$ cat config.mk
export PLATFORM = sky130hd
export DESIGN_NAME = sync_fifo_param
export DESIGN_NICKNAME = d
export VERILOG_FILES = /design/src/rtl/fifo_pkg.sv /design/src/rtl/fifo_mem.sv /design/src/rtl/sync_fifo_param.sv
export SDC_FILE = /design/constraint.sdc
export NUM_CORES = 1
export LEC_CHECK = 0
export CORE_AREA = 2 2 144 146
export DETAILED_ROUTE_END_ITERATION = 10
export DIE_AREA = 0 0 146 148
export DONT_BUFFER_PORTS = 1
export PLACE_DENSITY = 0.74
export SLEW_MARGIN = 20
export SYNTH_ARGS = -nofsm -noshare
export SYNTH_HDL_FRONTEND = slang
export SYNTH_HIERARCHICAL = 1
export SYNTH_SLANG_ARGS = --single-unit
$ cat constraint.sdc
create_clock -name clk -period 3.01 [get_ports clk]
set_clock_uncertainty 0.05 [all_clocks]
set_input_delay 0.602 -clock clk [delete_from_list [all_inputs] [get_ports clk]]
set_output_delay 0.602 -clock clk [all_outputs]
set_load 0.05 [all_outputs]
$ cat src/rtl/fifo_pkg.sv
// Shared constants, read-mode type and sizing helper for the parametrised FIFO.
package fifo_pkg;

  localparam int DEF_WIDTH = 16;
  localparam int DEF_DEPTH = 16;

  // REG_READ: data registered one cycle after rd. FWFT: head word shown ahead.
  typedef enum logic {
    REG_READ = 1'b0,
    FWFT     = 1'b1
  } read_mode_e;

  // Pointer width for a power-of-two depth (at least one bit).
  function automatic int addr_w(input int depth);
    return (depth <= 2) ? 1 : $clog2(depth);
  endfunction

endpackage

$ cat src/rtl/fifo_mem.sv
// Simple dual-port storage: synchronous write port, asynchronous read port.
// No reset; contents are only meaningful where the pointers say so.
module fifo_mem
  import fifo_pkg::*;
#(
  parameter int WIDTH = DEF_WIDTH,
  parameter int DEPTH = DEF_DEPTH,
  parameter int AW    = addr_w(DEPTH)
) (
  input  logic             clk,
  input  logic             we,
  input  logic [AW-1:0]    waddr,
  input  logic [WIDTH-1:0] wdata,
  input  logic [AW-1:0]    raddr,
  output logic [WIDTH-1:0] rdata
);

  logic [WIDTH-1:0] mem [DEPTH];

  // Write port: store the word on the clock edge when enabled.
  always_ff @(posedge clk) begin
    if (we) mem[waddr] <= wdata;
  end

  // Read port is combinational so a same-slot write returns the old word.
  assign rdata = mem[raddr];

endmodule

$ cat src/rtl/sync_fifo_param.sv
// Parametrised single-clock FIFO with occupancy count, programmable
// almost-full/almost-empty thresholds, overflow/underflow pulses and a
// selectable registered or first-word-fall-through read path.
//
// Handshake: wr/rd are requests sampled at the rising edge. A read is
// accepted when the FIFO is not empty; a write is accepted when it is not
// full, or when it is full and a read is accepted in the same cycle. A
// rejected request changes no state and raises overflow/underflow for the
// following cycle.
module sync_fifo_param #(
  parameter int WIDTH    = fifo_pkg::DEF_WIDTH,
  parameter int DEPTH    = fifo_pkg::DEF_DEPTH,
  parameter int AF_LEVEL = DEPTH - 2,
  parameter int AE_LEVEL = 2,
  parameter int FWFT     = 0
) (
  input  logic                   clk,
  input  logic                   rst_n,
  input  logic                   wr,
  input  logic                   rd,
  input  logic [WIDTH-1:0]       wr_data,
  output logic [WIDTH-1:0]       rd_data,
  output logic                   full,
  output logic                   empty,
  output logic                   almost_full,
  output logic                   almost_empty,
  output logic [$clog2(DEPTH):0] count,
  output logic                   overflow,
  output logic                   underflow
);

  import fifo_pkg::*;

  localparam int AW = addr_w(DEPTH);
  localparam int CW = AW + 1;
  localparam read_mode_e MODE = (FWFT != 0) ? fifo_pkg::FWFT : REG_READ;
  localparam logic [CW-1:0] DEPTH_C = CW'(DEPTH);
  localparam logic [CW-1:0] AF_C    = CW'(AF_LEVEL);
  localparam logic [CW-1:0] AE_C    = CW'(AE_LEVEL);

  // Parameter sanity: reject configurations the pointer/flag logic cannot honour.
  if (WIDTH < 1) begin : g_bad_width
    $fatal(1, "sync_fifo_param: WIDTH must be >= 1");
  end
  if (DEPTH < 2 || (DEPTH & (DEPTH - 1)) != 0) begin : g_bad_depth
    $fatal(1, "sync_fifo_param: DEPTH must be a power of two >= 2");
  end
  if (AF_LEVEL < 1 || AF_LEVEL > DEPTH) begin : g_bad_af
    $fatal(1, "sync_fifo_param: AF_LEVEL out of range 1..DEPTH");
  end
  if (AE_LEVEL < 0 || AE_LEVEL > DEPTH - 1) begin : g_bad_ae
    $fatal(1, "sync_fifo_param: AE_LEVEL out of range 0..DEPTH-1");
  end

  logic [AW-1:0]    wr_ptr, rd_ptr;
  logic [CW-1:0]    count_q, count_next;
  logic             full_q, empty_q, af_q, ae_q;
  logic             ovf_q, udf_q;
  logic             rd_acc, wr_acc;
  logic [WIDTH-1:0] mem_rdata;

  assign rd_acc = rd && !empty_q;
  assign wr_acc = wr && (!full_q || rd_acc);

  // Next occupancy from this cycle's accepted transfers.
  always_comb begin
    count_next = count_q;
    if (wr_acc && !rd_acc)      count_next = count_q + CW'(1);
    else if (!wr_acc && rd_acc) count_next = count_q - CW'(1);
  end

  // Pointers, count, flags and error pulses; flags track count_next so they
  // line up with count in the same cycle.
  always_ff @(posedge clk or negedge rst_n) begin
    if (!rst_n) begin
      wr_ptr  <= '0;
      rd_ptr  <= '0;
      count_q <= '0;
      full_q  <= 1'b0;
      empty_q <= 1'b1;
      af_q    <= 1'b0;
      ae_q    <= 1'b1;
      ovf_q   <= 1'b0;
      udf_q   <= 1'b0;
    end else begin
      if (wr_acc) wr_ptr <= wr_ptr + AW'(1);
      if (rd_acc) rd_ptr <= rd_ptr + AW'(1);
      count_q <= count_next;
      full_q  <= (count_next == DEPTH_C);
      empty_q <= (count_next == '0);
      af_q    <= (count_next >= AF_C);
      ae_q    <= (count_next <= AE_C);
      ovf_q   <= wr && !wr_acc;
      udf_q   <= rd && !rd_acc;
    end
  end

  fifo_mem #(
    .WIDTH (WIDTH),
    .DEPTH (DEPTH),
    .AW    (AW)
  ) u_mem (
    .clk   (clk),
    .we    (wr_acc),
    .waddr (wr_ptr),
    .wdata (wr_data),
    .raddr (rd_ptr),
    .rdata (mem_rdata)
  );

  if (MODE == REG_READ) begin : g_reg_read
    logic [WIDTH-1:0] rd_q;

    // Registered read: capture the head word on an accepted read, hold otherwise.
    always_ff @(posedge clk or negedge rst_n) begin
      if (!rst_n)      rd_q <= '0;
      else if (rd_acc) rd_q <= mem_rdata;
    end

    assign rd_data = rd_q;
  end else begin : g_fwft_read
    // Show-ahead: head word visible whenever something is stored.
    assign rd_data = empty_q ? '0 : mem_rdata;
  end

  assign full         = full_q;
  assign empty        = empty_q;
  assign almost_full  = af_q;
  assign almost_empty = ae_q;
  assign count        = count_q;
  assign overflow     = ovf_q;
  assign underflow    = udf_q;

endmodule

==> results of run 1 <==
## power groups by stage
| stage | Clock, mW | Sequential [mW] | Combinational (mW) |
|---|---|---|---|
| floorplan | 0 | 5.87 | 2.30 |
| global placement | 0 | 6.01 | 3.04 |
| detailed placement | 0 | 6.05 | 3.12 |
| CTS | 3.69 | 5.97 | 3.16 |
| global route | 3.84 | 6.03 | 3.40 |
| finish | 3.62 | 5.96 | 3.12 |
## worst max path at each step
stage                     depth (start not counted)  slack, ns         endpoint  start
after global placement                            4       0.49  u_mem/mem[5][5]     rd
final                                             4       0.42  u_mem/mem[5][1]  empty
after CTS                                         4       0.45  u_mem/mem[5][3]  empty
after floorplan                                   4       0.09  u_mem/mem[4][0]     rd
after detailed placement                          4       0.47  u_mem/mem[5][6]  empty
after global routing                              4       0.32  u_mem/mem[5][9]  empty
## metal layers
layer  up-vias  global-route usage, %  part of all wire [%]
li1       2354                      -                     -
met1      2814                   30.5                    41
met2       215                   37.2                    50
met3        27                   4.66                   7.8
met4         0                   5.49                   1.8
met5         -                      0                     0
## flip-flops by register name, summed over array words and instances, names as in the netlist
register and cells:
count 5, rd_ptr 4, wr_ptr 4, u_mem/mem 256, almost_empty 1, rd_data 16
full 1, empty 1, underflow 1, overflow 1, almost_full 1
## logic make-up (layout without fill, tap and decap cells)
kind of cell	count (synthesis)	in the layout	synth area share, %
xor gates and xnor gates	9	9	0.768
and+or+nand+nor	121	121	4.94
AOI/OAI and AO/OA	41	41	2.98
buffers and inverters	27	92	1.30
muxes	66	66	13.3
adders and majority gates	4	4	0.445
DFF	291	291	76.2
## cells in the mapped netlist, types with 3 or more instances
| master | instances | share of area, % |
|---|---|---|
| a22oi_1 | 33 | 2.2 |
| and3_1 | 3 | 0.17 |
| buf_1 | 4 | 0.13 |
| buf_2 | 3 | 0.13 |
| buf_4 | 3 | 0.20 |
| buf_6 | 4 | 0.40 |
| clkbuf_1 | 11 | 0.37 |
| dfrtp_1 | 33 | 7.3 |
| edfxtp_1 | 256 | 68 |
| ha_1 | 4 | 0.45 |
| mux4_1 | 10 | 2.3 |
| mux4_2 | 54 | 11 |
| nand2_1 | 72 | 2.4 |
| nand2b_1 | 4 | 0.22 |
| nand3_1 | 4 | 0.18 |
| nor2_1 | 14 | 0.47 |
| nor2b_1 | 3 | 0.17 |
| nor3_1 | 7 | 0.31 |
| xnor2_1 | 7 | 0.55 |
## worst register-to-register path, stage by stage, from the launching register on
cell and delay, ns:
dfstp_2 0.48, nand2b_1 0.22, a21boi_1 0.30, nand3b_1 0.26
nor2_2 0.89
## final cells by class
cell class / instances / area share (%)
inverter: 2 / 0.0583
sequential: 291 / 66.5
clock buffer: 38 / 6.05
clock inverter: 14 / 1.50
multi-input combinational: 241 / 20.0
tap: 270 / 2.62
timing repair buffer: 38 / 3.26
## per-stage QoR
stage	instance area (µm²)	util, %	setup slack, ns	hold slack (ns)	instances
final	12900	64.3	0.425	0.112	894
after global routing	12900	64.3	0.316	0.0892	894
after CTS	12900	64.3	0.448	0.0927	894
after detailed placement	11900	59.3	0.473	0.257	840
after global placement	11900	59.3	0.489	0.257	840
after floorplan	11200	-	0.0943	0.256	559
==> flow_summary.yaml, run 1 <==
outcome:
  outcome: "finished clean"
timing:
  fin_crit_ns: 2.59
  rsz0062_at_grt: "no"
  max_slew_margin_pct: 29.0
  report.final.slew_viol_count: 0
  period_share_pct: 85.9
  setup_viol: 0
  setup_tns_ns: 0
  clock.fmax_mhz: 387
  finalHoldViolations: 0
  worst_slew_pin_slew_ns: 1.06
global_routing:
  grt-ovfl-total: 0
  grt_max_degree: 68
  antenna_found_initial: 0
  grt_pass1_vias: 5869
  grt_util_all_layers_pct: 22.2
  grt_pass1_wl_um: 35600
cts:
  hold_buffers: 2
  root_buffer: "clkbuf_16"
  cts_buffers: 28
  cts_resized: 0
  path_clk_slew_ns: 0.06
  htree_num_levels: 1
  clk_latency_ns: 0.53
  cts_setup_buffers: 0
  clock_tree.buffer_depth: 3
  cts_sinks: 291
  cts_tree: "done"
finish:
  layout-drive-gt1-share_pct: 26.8
  final_common_cell: "edfxtp_1"
  regArea_um2: 8570
  multi_input_area_um2: 2580
  nets: 626
  fillerInstances: 1357
  antennaDiodeCount: 0
  syn2layout_area_growth_pct: 14.7
  final_cell_mix: "256 x edfxtp_1, 72 x nand2_1, 54 x mux4_2"
place:
  dp_hpwl_um: 13700
  place_congestion: 0.792
  port_buffers: 0
floorplanning:
  start_util_pct: 56.1
  die_w_um: 146
  core_area_um2: 20000
  num_rows: 52
  dieArea_um2: 21600
  design.portCount: 47
  fp.dieH_um: 148
logic_synthesis:
  syn_nets: 583
  ys_types: 42
  syn_area_per_cell_um2: 20.1
  ys_seq_elements: 291
  synthArstFlopShare_pct: 12.0
  synth_area_um2: 11200
  synth_cells: 559
  synthFlopType: "edfxtp_1"
  yosysSeqAreaShare_pct: 76.2
  ys_warn_count: 6
  synth_edf_count: 256
worst_hold_path:
  hold_path_depth: 0
  hp-class: "in -> reg"
  hp-start: "wr_data[14]"
  min_to: "u_mem/mem[10][14]"
setup_path:
  cpPeakStageDelay_ns: 0.89
  worstPathCellList: "nand2b_1, a21boi_1, nand3b_1, nor2_2"
  crit_family: "simple AND/OR/NAND/NOR gates"
  cp.arrival_ns: 2.68
  reg2reg_slack_ns: 0.42
  reg2reg_depth: 4
  critical_path_class: "reg -> reg"
  timing.rr.end: "u_mem/mem[5][1]"
  worst-path-buf-inv: 0
  path_max_fanout: 16
  reg2reg_from: "empty"
  cp-end-kind: "flip-flop"
  worst_path_max_delay_cell: "nor2_2"
  cp-start-kind: "flip-flop"
  cp_data_required_time_ns: 3.10
pwr:
  leakage_nw: 4.33
  p_sw_mw: 4.06
  power_frac_seq_pct: 46.9
  total_power_mw: 12.7
  peakVddDrop_uv: 514
  comb_power_share_pct: 24.6
  internal_power_mw: 8.64
  power_frac_clock_pct: 28.5
  powerDensity_nw_per_um2: 986
  swShare_pct: 32.0
run:
  drv_cap: 0
routing:
  vias_per_cell: 6.05
  routed_wl_um: 22800
  num_vias: 5410
  wl_per_cell_um: 25.5
  ant_nets: 0
  first_pass_iters: 5
  drt-initial-drc-count: 543
  drc: 0
Power figures use the tool's default switching activity.
==> run 2: changes to the inputs <==
--- a/config.mk
+++ b/config.mk
@@ -10,6 +10,8 @@
 export DIE_AREA = 0 0 146 148
 export DONT_BUFFER_PORTS = 1
 export PLACE_DENSITY = 0.74
+export RECOVER_POWER = 100
+export SETUP_SLACK_MARGIN = 0.3
 export SLEW_MARGIN = 20
 export SYNTH_ARGS = -nofsm -noshare
 export SYNTH_HDL_FRONTEND = slang
==> flow_summary.yaml, run 2 (synthesized netlist as in run 1, its figures left out) <==
outcome:
  outcome: "finished clean"
routing:
  drt-initial-drc-count: 600
  num_vias: 5577
  first_pass_iters: 5
  vias_per_cell: 6.18
  wl_met2_um: 11900
  routed.top_layer: "met4"
  wl_per_cell_um: 26.2
  wl_met1_um: 9050
  ant_nets: 0
  routed_wl_um: 23600
  dr_wl_met3_um: 2150
  drc: 0
global_routing:
  grt_max_degree: 45
  grt_pass1_vias: 5841
  grt_util_all_layers_pct: 22.3
  grt_pass1_wl_um: 35700
  grt-ovfl-total: 0
  antenna_found_initial: 0
setup_path:
  reg2reg_slack_ns: 0.27
  worstPathCellList: "nand2b_1, a21boi_1, clkbuf_1, nand3b_1, nor2_2, clkbuf_2"
  cp-start-kind: "flip-flop"
  path_max_fanout: 7
  cp_data_required_time_ns: 3.18
  cp.arrival_ns: 2.91
  cpPeakStageDelay_ns: 0.58
  reg2reg_from: "empty"
  critical_path_class: "reg -> reg"
  cp-end-kind: "flip-flop"
  reg2reg_depth: 6
  timing.rr.end: "u_mem/mem[5][0]"
  worst_path_max_delay_cell: "dfstp_1"
floorplanning:
  die_w_um: 146
  num_rows: 52
  fp.dieH_um: 148
  design.portCount: 47
  dieArea_um2: 21600
  start_util_pct: 56.1
  core_area_um2: 20000
finish:
  syn2layout_area_growth_pct: 13.1
  layout.cells.non_filler: 902
  largest_register_ffs: 256
  final_common_cell: "edfxtp_1"
  regMostFlops: "u_mem/mem"
  nets: 635
  layout-drive-gt1-share_pct: 24.1
  antennaDiodeCount: 0
  final_cell_area_um2: 12700
  final_cell_mix: "256 x edfxtp_1, 72 x nand2_1, 54 x mux4_2"
  fillerInstances: 1398
place:
  place_congestion: 0.822
  dp_cells: 848
  dp_hpwl_um: 14700
  port_buffers: 0
  detailed_place.area_um2: 11900
  post-place-ws_ns: 0.618
timing:
  period_share_pct: 91.1
  finalHoldViolations: 0
  finalWorstSetupSlack_ns: 0.269
  report.final.slew_viol_count: 0
  clock.fmax_mhz: 365
  setup_tns_ns: 0
  fin_crit_ns: 2.74
  setup_viol: 0
  worst_slew_pin_slew_ns: 1.09
  rsz0062_at_grt: "no"
  max_slew_margin_pct: 27.3
pwr:
  peakVddDrop_uv: 592
  powerDensity_nw_per_um2: 989
  leakage_nw: 4.34
worst_hold_path:
  min_to: "u_mem/mem[12][5]"
  hp-start: "wr_data[5]"
  hold_path_depth: 0
  hp-class: "in -> reg"
run:
  drv_cap: 0
cts:
  clk_latency_ns: 0.54
  cts_resized: 0
  cts_sinks: 291
  htree_num_levels: 1
  clock_tree.buffer_depth: 3
  path_clk_slew_ns: 0.06
  cts_buffers: 29
  root_buffer: "clkbuf_16"
  cts_tree: "done"
run 2: cell count changes in the layout (fill, tap and decap cells not counted), sizes merged:
cell / before / now
buf: 37 / 20
clkinv: 2 / 15
clkbuf: 38 / 56
clkinvlp: 8 / 1
inv: 2 / 3
run 2: worst max-delay path by stage:
stage | startpoint | to | slack (ns)
finish | empty | u_mem/mem[5][0] | 0.27
global route | empty | u_mem/mem[4][0] | 0.18
CTS | empty | almost_empty | 0.54
detailed placement | rd_ptr[0] | rd_data[6] | 0.62
global placement | rd_ptr[0] | rd_data[11] | 0.63
floorplan | rd | u_mem/mem[1][0] | 0.22
run 2: through the flow:
stage	power [mW]	util (%)	hold slack, ns
2_1_floorplan	8.19	-	0.256
3_3_place_gp	9.06	59.1	0.257
3_5_place_dp	9.18	59.1	0.257
4_1_cts	12.8	64.1	0.0892
5_1_grt	13.1	63.4	0.0880
6_report	12.6	63.4	0.107
run 2: timing repair:
| action | in CTS | in global routing |
|---|---|---|
| hold buffers | 2 | 0 |
| hold endpoints to repair | 35 | 0 |
| setup endpoints to repair | 0 | 0 |
| setup buffers | 0 | 0 |
run 2: final cells by class:
class / instances / area (µm²) / area share (%)
Sequential cell: 291 / 8570 / 67.4
Multi-Input combinational cell: 241 / 2520 / 19.9
Clock buffer: 31 / 743 / 5.85
Tap cell: 270 / 338 / 2.66
Timing Repair Buffer: 46 / 320 / 2.52
Clock inverter: 21 / 208 / 1.63
Inverter: 2 / 7.51 / 0.0591
run 2: power breakdown:
group	leakage, nW	internal, mW	switching [mW]	total (mW)
combinational	1.12	1.39	1.59	2.98
clock	0.479	2.12	1.44	3.56
sequential	2.74	5.00	1.03	6.03
run 2: worst max-delay path, delay by kind of cell (launching register included):
| kind | cells | cell delay [ns] |
|---|---|---|
| simple gates | 3 | 0.90 |
| buf+inv | 2 | 0.62 |
| flops | 1 | 0.58 |
| compound gates | 1 | 0.27 |
run 2: metal layers:
metal / vias up / GRT usage [%]
met5: - / 0
met4: 0 / 5.24
met3: 39 / 5.03
met2: 277 / 37.5
met1: 2897 / 30.3
li1: 2364 / -
